### src/rtl/mdu_ctrl_if.sv
// Bundles the E/D/W-stage signals exchanged between the pipeline and the MDU sequencer.
// The pipeline side uses the master modport and the sequencer uses the slave modport.
interface mdu_ctrl_if #(
    parameter int REG_SIZE = 5
);
    logic                startE;
    logic                isDivE;
    logic                flushE;
    logic [REG_SIZE-1:0] destE;
    logic                mduOpD;
    logic [REG_SIZE-1:0] raddr1D;
    logic [REG_SIZE-1:0] raddr2D;
    logic                regWriteW;

    logic                mduStart;
    logic                mduOpDiv;
    logic                busy;
    logic                stallMdu;
    logic                mduWrite;
    logic [REG_SIZE-1:0] mduWriteReg;
    logic                protoErr;

    modport master (
        output startE, isDivE, flushE, destE, mduOpD, raddr1D, raddr2D, regWriteW,
        input  mduStart, mduOpDiv, busy, stallMdu, mduWrite, mduWriteReg, protoErr
    );

    modport slave (
        input  startE, isDivE, flushE, destE, mduOpD, raddr1D, raddr2D, regWriteW,
        output mduStart, mduOpDiv, busy, stallMdu, mduWrite, mduWriteReg, protoErr
    );
endinterface

### src/rtl/mdu_ctrl.sv
// Times one multiply/divide op, stalls D-stage readers of its destination, and writes back
// through the shared register-file port only on cycles the W stage leaves it free.
module mdu_ctrl #(
    parameter int REG_SIZE = 5,
    parameter int MUL_LAT  = 3,
    parameter int DIV_LAT  = 32,
    parameter int CNT_W    = 6
) (
    input logic      clk,
    input logic      reset,
    mdu_ctrl_if.slave mdu
);
    typedef enum logic [1:0] {
        IDLE    = 2'd0,
        BUSY    = 2'd1,
        WAIT_WB = 2'd2
    } state_t;

    localparam logic [CNT_W-1:0] MUL_CNT = CNT_W'(MUL_LAT - 1);
    localparam logic [CNT_W-1:0] DIV_CNT = CNT_W'(DIV_LAT - 1);

    state_t              state_q, state_d;
    logic [CNT_W-1:0]    cnt_q, cnt_d;
    logic [REG_SIZE-1:0] pend_q, pend_d;
    logic                div_q, div_d;
    logic                err_q, err_d;

    logic                accept;
    logic                busy;
    logic                wr_en;
    logic                hit1, hit2;

    always_ff @(posedge clk or posedge reset) begin
        if (reset) begin
            state_q <= IDLE;
            cnt_q   <= '0;
            pend_q  <= '0;
            div_q   <= 1'b0;
            err_q   <= 1'b0;
        end else begin
            state_q <= state_d;
            cnt_q   <= cnt_d;
            pend_q  <= pend_d;
            div_q   <= div_d;
            err_q   <= err_d;
        end
    end

    always_comb begin
        state_d = state_q;
        cnt_d   = cnt_q;
        pend_d  = pend_q;
        div_d   = div_q;
        err_d   = err_q;
        accept  = 1'b0;
        wr_en   = 1'b0;

        // A second op arriving while one is in flight is a hazard-unit bug; flag and drop it.
        if (state_q != IDLE && mdu.startE) begin
            err_d = 1'b1;
        end

        unique case (state_q)
            IDLE: begin
                if (mdu.startE && !mdu.flushE) begin
                    accept  = 1'b1;
                    state_d = BUSY;
                    cnt_d   = mdu.isDivE ? DIV_CNT : MUL_CNT;
                    pend_d  = mdu.destE;
                    div_d   = mdu.isDivE;
                end
            end
            BUSY: begin
                if (cnt_q != '0) begin
                    cnt_d = cnt_q - 1'b1;
                end else begin
                    state_d = WAIT_WB;
                end
            end
            WAIT_WB: begin
                // W owns the port whenever it writes; the result simply waits here.
                if (!mdu.regWriteW) begin
                    wr_en   = (pend_q != '0);
                    state_d = IDLE;
                end
            end
            default: begin
                state_d = IDLE;
            end
        endcase
    end

    assign busy = (state_q != IDLE);
    assign hit1 = (mdu.raddr1D != '0) && (mdu.raddr1D == pend_q);
    assign hit2 = (mdu.raddr2D != '0) && (mdu.raddr2D == pend_q);

    // Gated by reset so the start pulse cannot escape while the sequencer is held in reset.
    assign mdu.mduStart    = accept & ~reset;
    assign mdu.mduOpDiv    = div_q;
    assign mdu.busy        = busy;
    assign mdu.stallMdu    = busy & (mdu.mduOpD | hit1 | hit2);
    assign mdu.mduWrite    = wr_en;
    assign mdu.mduWriteReg = wr_en ? pend_q : '0;
    assign mdu.protoErr    = err_q;
endmodule

### src/flat_wrapper.sv
// flat-port wrapper written by rule: the top's interface ports become plain ports
module mdu_ctrl_flat 
#(
    parameter int REG_SIZE = 5,
    parameter int MUL_LAT  = 3,
    parameter int DIV_LAT  = 32,
    parameter int CNT_W    = 6
)
  (clk, reset, mdu_startE, mdu_isDivE, mdu_flushE, mdu_destE, mdu_mduOpD, mdu_raddr1D, mdu_raddr2D, mdu_regWriteW, mdu_mduStart, mdu_mduOpDiv, mdu_busy, mdu_stallMdu, mdu_mduWrite, mdu_mduWriteReg, mdu_protoErr);
  mdu_ctrl_if #(.REG_SIZE(REG_SIZE)) mdu_i ();
  input logic clk;
  input logic reset;
  input wire logic [$bits(mdu_i.startE)-1:0] mdu_startE;
  input wire logic [$bits(mdu_i.isDivE)-1:0] mdu_isDivE;
  input wire logic [$bits(mdu_i.flushE)-1:0] mdu_flushE;
  input wire logic [$bits(mdu_i.destE)-1:0] mdu_destE;
  input wire logic [$bits(mdu_i.mduOpD)-1:0] mdu_mduOpD;
  input wire logic [$bits(mdu_i.raddr1D)-1:0] mdu_raddr1D;
  input wire logic [$bits(mdu_i.raddr2D)-1:0] mdu_raddr2D;
  input wire logic [$bits(mdu_i.regWriteW)-1:0] mdu_regWriteW;
  output wire logic [$bits(mdu_i.mduStart)-1:0] mdu_mduStart;
  output wire logic [$bits(mdu_i.mduOpDiv)-1:0] mdu_mduOpDiv;
  output wire logic [$bits(mdu_i.busy)-1:0] mdu_busy;
  output wire logic [$bits(mdu_i.stallMdu)-1:0] mdu_stallMdu;
  output wire logic [$bits(mdu_i.mduWrite)-1:0] mdu_mduWrite;
  output wire logic [$bits(mdu_i.mduWriteReg)-1:0] mdu_mduWriteReg;
  output wire logic [$bits(mdu_i.protoErr)-1:0] mdu_protoErr;
  assign mdu_i.startE = mdu_startE;
  assign mdu_i.isDivE = mdu_isDivE;
  assign mdu_i.flushE = mdu_flushE;
  assign mdu_i.destE = mdu_destE;
  assign mdu_i.mduOpD = mdu_mduOpD;
  assign mdu_i.raddr1D = mdu_raddr1D;
  assign mdu_i.raddr2D = mdu_raddr2D;
  assign mdu_i.regWriteW = mdu_regWriteW;
  assign mdu_mduStart = mdu_i.mduStart;
  assign mdu_mduOpDiv = mdu_i.mduOpDiv;
  assign mdu_busy = mdu_i.busy;
  assign mdu_stallMdu = mdu_i.stallMdu;
  assign mdu_mduWrite = mdu_i.mduWrite;
  assign mdu_mduWriteReg = mdu_i.mduWriteReg;
  assign mdu_protoErr = mdu_i.protoErr;
  mdu_ctrl #(.REG_SIZE(REG_SIZE), .MUL_LAT(MUL_LAT), .DIV_LAT(DIV_LAT), .CNT_W(CNT_W)) u_core (.clk(clk), .reset(reset), .mdu(mdu_i));
endmodule
### config.mk
export PLATFORM = sky130hd
export DESIGN_NAME = mdu_ctrl_flat
export DESIGN_NICKNAME = d
export VERILOG_FILES = /design/src/rtl/mdu_ctrl_if.sv /design/src/rtl/mdu_ctrl.sv /design/src/flat_wrapper.sv
export SDC_FILE = /design/constraint.sdc
export NUM_CORES = 1
export LEC_CHECK = 0
export CAP_MARGIN = 20
export CORE_MARGIN = 10
export CORE_UTILIZATION = 44
export DETAILED_ROUTE_END_ITERATION = 6
export GPL_ROUTABILITY_DRIVEN = 0
export PLACE_DENSITY = 0.79
export REMOVE_ABC_BUFFERS = 1
export SLEW_MARGIN = 20
export SYNTH_ARGS = -nofsm -noshare
export SYNTH_HDL_FRONTEND = slang
export SYNTH_SLANG_ARGS = --single-unit
### constraint.sdc
create_clock -name clk -period 2.23 [get_ports clk]
set_input_delay 0.446 -clock clk [delete_from_list [all_inputs] [get_ports clk]]
set_output_delay 0.446 -clock clk [all_outputs]
set_load 0.02 [all_outputs]
==> impl_metrics.ini <==
[status]
status = complete, but fails checks
violations = setup timing

[synthesis]
synth_top_cell_by_area = dfrtp_1
yosysWarnings = 0
synth_seq_area_share_pct = 40.27
yosysUniqueCellTypes = 36
synth_edf_count = 0
synthesis.area_um2 = 932.1
synth-seq-cells = 15
ys_top_cells_by_area = dfrtp_1, nand2_1, xnor2_1
async_reset_ff_share_pct = 100.0
synth_top_area_share_pct = 40.27
synthCells = 104
synthFlopType = dfrtp_1
avgSynthCellArea_um2 = 8.963

[power_and_ir_drop]
power_leakage_nw = 0.6342
ir_worst_vdd_mv = 0.7692
power_density_nw_per_um2 = 1036

[timing]
clock_skew_ns = 0.008294
period_needed_ns = 2.232
fin_crit_sh_pct = 100.1
worst_pin_slew_ns = 0.5781
hold_viol_final = 0
finalMaxSlewViolations = 0
tns_ns = -0.002362
rsz0062_at_grt = true
worst_slack_ns = -0.002362
setup_viol = 1
max_freq_mhz = 448.0
relSlewSlack_pct = 61.41

[global_routing]
grt_max_degree = 16
grt_usage_pct = 12.56
gr-total-overflow = 0
grt_pass1_wl_mm = 4.388
antenna_found_initial = 0
grt_pass1_vias = 956

[place]
dp_cells = 174
hpwl_mm = 2.124
dp_slack_ns = -0.3690
placed_area_um2 = 1364
port_buffers = 32

[cts]
clock-sinks = 15
cts_setup_buffers = 0
root_buffer = clkbuf_4
clk_pin_slew_worst_paths_ns = 0.09
h-tree-depth = 1
clock_path_buffers = 2
cts_made_buffers = 3
cts_tree = done
clk_latency_ns = 0.29

[floorplan]
die_y_um = 66.03
die_area_um2 = 4359
core_um2 = 1982
start_util_pct = 47.03
fp.dieW_um = 66.03
num_rows = 16
io_pins = 33

[drt]
viasPerCell = 5.079
first_pass_iters = 4
wl_mm = 2.649
drtIter0Drc = 53
vias = 904
ant_nets = 0
drc = 0
wl_per_cell_um = 14.88

[worst_setup_path]
timing.rr.end = u_core.cnt_q[5]
critical_path_class = reg -> out
reg2reg_depth = 4
start_kind = register
reg2reg_from = u_core.cnt_q[2]
crit_required_ns = 1.78
end_kind = output pin
r2r_slack_ns = 0.40
cp_max_fo = 2
worstPathArrival_ns = 1.79

[finish]
nFillCells = 159
nets = 176
area_growth_pct = 50.20
n_antenna_cell = 0
drive_gt1_share_pct = 17.22
finish.utilization_pct = 70.64
finalNonFillerCells = 178
stdcell_area_um2 = 1400

[min_path]
hold_depth = 1
hold_end = u_core.mdu.protoErr
hold_path_class = reg -> reg
worstHoldStart = u_core.mdu.protoErr

[job]
cap_violations = 0
[flip-flops by register name, indices dropped and copies added (netlist names)]
register and cells:
u_core.mdu.mduOpDiv 1, u_core.cnt_q 6, u_core.mdu.protoErr 1, u_core.state_q 2, u_core.pend_q 5
[worst max-delay path, cell delays in order, from the launching register on]
cell	delay, ns
dfrtp_1	0.39
or4_4	0.55
nor2_4	0.10
nor4_1	0.06
o31a_1	0.23
buf_4	0.16
[stage by stage]
stage / power [mW] / hold slack (ns)
2_1_floorplan: 0.9489 / 0.3475
3_3_place_gp: 1.245 / 0.4379
3_5_place_dp: 1.276 / 0.4523
4_1_cts: 1.434 / 0.4718
5_1_grt: 1.570 / 0.4922
6_report: 1.450 / 0.4694
[power by group]
part	total, mW	internal [mW]	switching, mW
combinational	0.811	0.418	0.392
clock	0.162	0.0697	0.0918
sequential	0.478	0.385	0.0927
total	1.45	0.873	0.577
[final cells by class]
cell class | instances | area (um^2) | area share (%)
multi-input combinational | 82 | 533.0 | 38.07
timing repair buffer | 46 | 416.7 | 29.76
sequential | 15 | 375.4 | 26.81
tap | 27 | 33.78 | 2.413
clock buffer | 4 | 26.28 | 1.877
inverter | 4 | 15.01 | 1.072
[cell usage after synthesis (2+ instances only)]
master	count
a21o_1	2
a21oi_1	8
and2_1	5
buf_6	2
dfrtp_1	15
ha_1	2
inv_1	4
nand2_1	18
nor2_1	8
nor2b_1	2
nor3b_1	2
o22a_1	3
or3_1	2
or4_1	2
xnor2_1	7
xor2_1	2
[worst max-delay path by stage]
stage	from	endpoint	slack (ns)	depth (start not counted)
3_3_place_gp	mdu_raddr1D[1]	mdu_stallMdu	-0.35	5
2_1_floorplan	u_core.state_q[0]	mdu_mduStart	0.27	3
3_5_place_dp	mdu_raddr1D[1]	mdu_stallMdu	-0.37	5
4_1_cts	u_core.pend_q[4]	mdu_stallMdu	-0.02	5
5_1_grt	mdu_raddr1D[1]	mdu_stallMdu	-0.06	5
6_report	u_core.pend_q[2]	mdu_stallMdu	-0.002	5
[layer usage]
metal  routed length (um)  global-route usage, %
met4                   39                  5.497
met1                 1177                  14.15
met2                 1276                  21.98
met5                    0                      0
met3                  156                  2.881
[layout by cell type, fill, tap and decap left out, types with 2 or more instances in the layout]
| cell | Yosys | layout |
|---|---|---|
| or3_1 | 2 | 2 |
| a21oi_1 | 8 | 8 |
| and2_1 | 5 | 5 |
| clkdlybuf4s50_1 | 0 | 24 |
| clkdlybuf4s15_1 | 0 | 3 |
| xnor2_1 | 7 | 7 |
| xor2_1 | 2 | 2 |
| nor2b_1 | 2 | 2 |
| clkbuf_4 | 0 | 3 |
| nor2_1 | 8 | 7 |
| dlygate4sd2_1 | 0 | 2 |
| a21o_1 | 2 | 2 |
| ha_1 | 2 | 2 |
| o22a_1 | 3 | 3 |
| dfrtp_1 | 15 | 15 |
| inv_1 | 4 | 4 |
| buf_4 | 0 | 15 |
| nand2_1 | 18 | 18 |
| nor3b_1 | 2 | 2 |
[timing repair]
item / CTS / global route
pin swaps: 0 / 1
cloned: 0 / 0
endpoints found under the setup margin: 8 / 6
hold buffers: 0 / 0
resized for setup: 15 / 8
[kinds of logic (layout without fill, tap and decap cells)]
group / Yosys count / count (layout) / synth area share (%)
and+or+nand+nor: 48 / 48 / 26.85
AOI/OAI and AO/OA: 23 / 23 / 17.18
DFF: 15 / 15 / 40.27
xor gates and xnor gates: 9 / 9 / 8.457
buffers and inverters: 7 / 54 / 4.563
adders and majority gates: 2 / 2 / 2.684
(Power assumes the default switching activity.)
